$ cat config.mk
export PLATFORM = sky130hd
export DESIGN_NAME = add_tree_join
export DESIGN_NICKNAME = d
export VERILOG_FILES = /design/src/rtl/add_tree_join.sv
export SDC_FILE = /design/constraint.sdc
export NUM_CORES = 1
export LEC_CHECK = 0
export BUFFER_PORTS_ARGS = -buffer_cell sky130_fd_sc_hd__buf_2
export CAP_MARGIN = 5
export CORE_MARGIN = 3
export CORE_UTILIZATION = 58
export DETAILED_ROUTE_END_ITERATION = 12
export PLACE_DENSITY_LB_ADDON = 0.15
export SYNTH_ARGS = -nofsm -noshare
export SYNTH_HDL_FRONTEND = slang
export SYNTH_SLANG_ARGS = --single-unit
$ cat constraint.sdc
create_clock -name clk -period 2.65 [get_ports clk]
set_input_delay 0.265 -clock clk [delete_from_list [all_inputs] [get_ports clk]]
set_output_delay 0.265 -clock clk [all_outputs]
set_load 0.02 [all_outputs]
$ cat src/rtl/add_tree_join.sv
// N-channel joining adder: one word from every channel per transfer, each
// optionally negated, summed by a pipelined binary tree behind a valid/ready output.
module add_tree_join #(
    parameter int DATA_W = 16,
    parameter int CH_N   = 4,
    parameter int SIGNED = 0,
    localparam int LEVELS = $clog2(CH_N),
    localparam int OUT_W  = DATA_W + LEVELS + 1
) (
    input  logic                     clk,
    input  logic                     rst,
    input  logic [CH_N*DATA_W-1:0]   dinp,
    input  logic [CH_N-1:0]          in_valid,
    output logic [CH_N-1:0]          in_ready,
    input  logic [CH_N-1:0]          sub_mask,
    output logic [OUT_W-1:0]         out,
    output logic                     out_valid,
    input  logic                     out_ready,
    output logic [31:0]              xfer_cnt
);

    localparam int LEAVES = 1 << LEVELS;

    // Handshake: a word moves on a channel only when valid and ready are both
    // high at posedge clk. Inputs join: every in_ready bit is the same signal,
    // so all channels transfer together or none do. The output follows the
    // usual rule: out/out_valid hold until out_ready is seen with out_valid.
    logic ce;
    logic all_valid;
    logic xfer;

    // stage_q[l] is the registered level l of the tree; stage_d is its next value.
    logic [OUT_W-1:0] stage_q [LEVELS+1][LEAVES];
    logic [OUT_W-1:0] stage_d [LEVELS+1][LEAVES];
    logic [LEVELS:0]  stage_vld;

    assign all_valid = &in_valid;
    assign ce        = out_ready | ~stage_vld[LEVELS];
    assign xfer      = ce & all_valid & ~rst;
    assign in_ready  = {CH_N{xfer}};

    // Leaves: extend, then negate where the mask asks; padding leaves stay zero.
    for (genvar g = 0; g < LEAVES; g++) begin : g_leaf
        if (g < CH_N) begin : g_used
            logic [DATA_W-1:0] word;
            logic [OUT_W-1:0]  ext;
            assign word = dinp[g*DATA_W +: DATA_W];
            if (SIGNED != 0) begin : g_sext
                assign ext = {{(OUT_W-DATA_W){word[DATA_W-1]}}, word};
            end else begin : g_zext
                assign ext = {{(OUT_W-DATA_W){1'b0}}, word};
            end
            assign stage_d[0][g] = sub_mask[g] ? ('0 - ext) : ext;
        end else begin : g_pad
            assign stage_d[0][g] = '0;
        end
    end

    for (genvar l = 1; l <= LEVELS; l++) begin : g_level
        for (genvar i = 0; i < LEAVES; i++) begin : g_node
            if (i < (LEAVES >> l)) begin : g_sum
                assign stage_d[l][i] = stage_q[l-1][2*i] + stage_q[l-1][2*i+1];
            end else begin : g_idle
                assign stage_d[l][i] = '0;
            end
        end
    end

    // The whole pipe moves in lock-step on ce; a stall freezes every stage.
    always_ff @(posedge clk) begin
        if (rst) begin
            stage_vld <= '0;
            xfer_cnt  <= '0;
            for (int l = 0; l <= LEVELS; l++) begin
                for (int i = 0; i < LEAVES; i++) begin
                    stage_q[l][i] <= '0;
                end
            end
        end else begin
            if (stage_vld[LEVELS] && out_ready) begin
                xfer_cnt <= xfer_cnt + 32'd1;
            end
            if (ce) begin
                stage_vld <= {stage_vld[LEVELS-1:0], xfer};
                stage_q   <= stage_d;
            end
        end
    end

    assign out       = stage_q[LEVELS][0];
    assign out_valid = stage_vld[LEVELS];

endmodule

==> results.json <==
{
  "finalPower_mw": 6.64,
  "timing.rr.end": "stage_q[150]",
  "yosysWarnings": 0,
  "ys.flop_type": "dfxtp_1",
  "wl_per_cell_um": 14.6,
  "routed-via-count": 8357,
  "htree_levels": 4,
  "area_delta_synth_final_pct": 13.7,
  "avgSynthCellArea_um2": 8.03,
  "setup_viol_count_final": 0,
  "reg2reg_from": "stage_q[191]",
  "finalSetupTns_ns": 0,
  "leakage_nw": 4.76,
  "skew_ns": 0.00862,
  "place_hpwl_um": 16000,
  "r2r_setup_slack_ns": 0.12,
  "antenna_found_initial": 0,
  "wl_met2_um": 9720,
  "path_clk_slew_ns": 0.06,
  "mostFrequentLayoutCell": "dfxtp_1",
  "overflow": 0,
  "drv_cap": 0,
  "grt_pass1_wl_um": 35700,
  "wirelength_um": 21500,
  "firstDrtPassIters": 5,
  "reg2regPathDepth": 8,
  "hold_end": "stage_q[152]",
  "maxSlewHeadroom_pct": 54.7,
  "synth_edf_count": 0,
  "dieArea_um2": 17800,
  "async_flop_share_pct": 0,
  "start_util_pct": 60.5,
  "critPathRequiredTime_ns": 2.99,
  "die_x_um": 133,
  "finalMaxSlewViolations": 0,
  "cts.repair_timing.setup_buffer_count": 0,
  "die_h_um": 133,
  "power_density_nw_per_um2": 621,
  "worst_slew_pin_slew_ns": 0.672,
  "rsz0062_at_grt": "no",
  "drive_gt1_share_pct": 15.0,
  "fin_util_pct": 68.8,
  "hold_viol_final": 0,
  "worstSetupPathType": "flip-flop to flip-flop",
  "seq_area_frac_synth_pct": 34.0,
  "finalCritPeriodShare_pct": 95.4,
  "netlist.area_leader.share_pct": 34.0,
  "synth_seq_cells": 160,
  "dr.max_layer_used": "met4",
  "synth_fp_nets": 1307,
  "ios": 131,
  "num_antenna_cells": 0,
  "min_path_cells": 3,
  "grt_max_degree": 62,
  "cp_max_fo": 3,
  "core_region_area_um2": 15500,
  "ant_nets": 0,
  "start_kind": "flip-flop",
  "worstHoldPathType": "input pin to flip-flop",
  "period_needed_ns": 2.53,
  "port_buffers": 130,
  "synthTopCellsByArea": "dfxtp_1, xor2_1, ha_1, nand2_1, a211oi_1",
  "m1WireLength_um": 10500,
  "ys_types": 53,
  "drc": 0,
  "wl_met3_um": 968,
  "arrival_ns": 2.86,
  "drt_iter0_drc": 511,
  "mostFrequentLayoutCells": "dfxtp_1, nand2_1, buf_2",
  "insertion_delay_ns": 0.43,
  "critPathCaptureType": "flip-flop",
  "rows": 45,
  "clk_path_buf_depth": 2,
  "syn-instance-count": 1172,
  "syn_area_um2": 9410,
  "cts_inserted_buffers": 17,
  "root_buffer": "clkbuf_16",
  "globalplace.congestion": 0.908,
  "grt_pass1_vias": 7545,
  "cts_tree": "built",
  "fmax_mhz": 395,
  "yosysTopAreaCell": "dfxtp_1",
  "fin_nets": 1389,
  "peakVddDrop_v": 0.000488,
  "cts.sinks": 160,
  "min_from": "dinp[48]",
  "grt_use_total_pct": 24.1,
  "outcome": "finished, final reports clean",
  "vias_per_cell": 5.65
}
==> stage by stage <==
stage / instance area [um^2] / hold WS (ns) / std cells / setup WS (ns)
6_report: 10700 / 0.0995 / 1478 / 0.121
3_3_place_gp: 10100 / 0.434 / 1446 / 0.105
3_5_place_dp: 10100 / 0.442 / 1446 / 0.0918
5_1_grt: 10700 / 0.101 / 1478 / 0.00808
4_1_cts: 10700 / 0.0918 / 1478 / 0.171
2_1_floorplan: 9410 / 0.405 / 1172 / 0.258
==> cells in the mapped netlist, drive strengths merged (3+ instances only) <==
cell,count
o21bai,5
a21o,15
o221ai,3
buf,30
nor4,5
nor3b,3
xor2,83
o211ai,4
a21oi,90
and3,7
nand2,150
fa,3
o41ai,6
mux2i,7
nand2b,13
nand4,19
nor3,11
and2,5
nor2,121
o21ai,74
or3,14
a211o,6
a211oi,65
ha,57
clkbuf,54
xnor2,35
nor2b,10
inv,30
or2,3
and4,4
dfxtp,160
o311ai,4
o31ai,20
or4,14
nand3,19
a31oi,9
==> metal layers <==
metal / vias up / track usage [%]
li1: 4311 / -
met1: 3796 / 33.7
met2: 229 / 38.8
met3: 21 / 3.13
met4: 0 / 7.71
met5: - / 0
==> timing repair <==
action,in CTS,in global routing
hold endpoints to repair,0,0
setup endpoints to repair,0,1
gates resized for setup,0,0
hold buffers,0,0
==> worst max-delay path, cell delays in order (launching register included) <==
cell and delay (ns):
dfxtp_1 0.33, ha_1 0.32, a211oi_1 0.38, o21bai_1 0.17, a21o_1 0.22, a221o_1 0.37
o31ai_1 0.33, nor2_1 0.08, o32ai_1 0.25
==> kinds of logic after synthesis <==
logic type | share of synthesized area [%]
muxes | 0.745
and+or+nand+nor | 19.5
buffers and inverters | 5.47
xor gates and xnor gates | 11.0
AOI/OAI and AO/OA | 21.1
adders and majority gates | 8.22
DFF | 34.0
==> state kept, by name, indices dropped and copies added (netlist names) <==
signal and count:
xfer_cnt 32, stage_vld 3, stage_q 106, out 19
==> report_power, final <==
group	internal, mW	total [mW]	switching, mW	leakage, nW
sequential	2.62	2.76	0.140	1.32
clock	1.50	2.52	1.02	0.288
combinational	0.565	1.36	0.794	3.15
total	4.68	6.64	1.96	4.76
==> worst max-delay path by stage <==
| stage | startpoint | endpoint | slack, ns | depth (start not counted) |
|---|---|---|---|---|
| floorplan | dinp[53] | stage_q[169] | 0.26 | 6 |
| global placement | dinp[53] | stage_q[169] | 0.11 | 7 |
| detailed placement | dinp[53] | stage_q[169] | 0.09 | 7 |
| CTS | stage_q[191] | stage_q[150] | 0.17 | 8 |
| global route | stage_q[190] | stage_q[149] | 0.008 | 10 |
| finish | stage_q[191] | stage_q[150] | 0.12 | 8 |
==> area by class of cell <==
cell class,count,area [um^2]
multi-input combinational,898,5710
fill,1342,4840
sequential,160,3200
timing repair buffer,147,806
clock buffer,18,429
tap,211,264
clock inverter,14,179
inverter,30,113
Note: power is estimated with default switching activity, not from simulation.
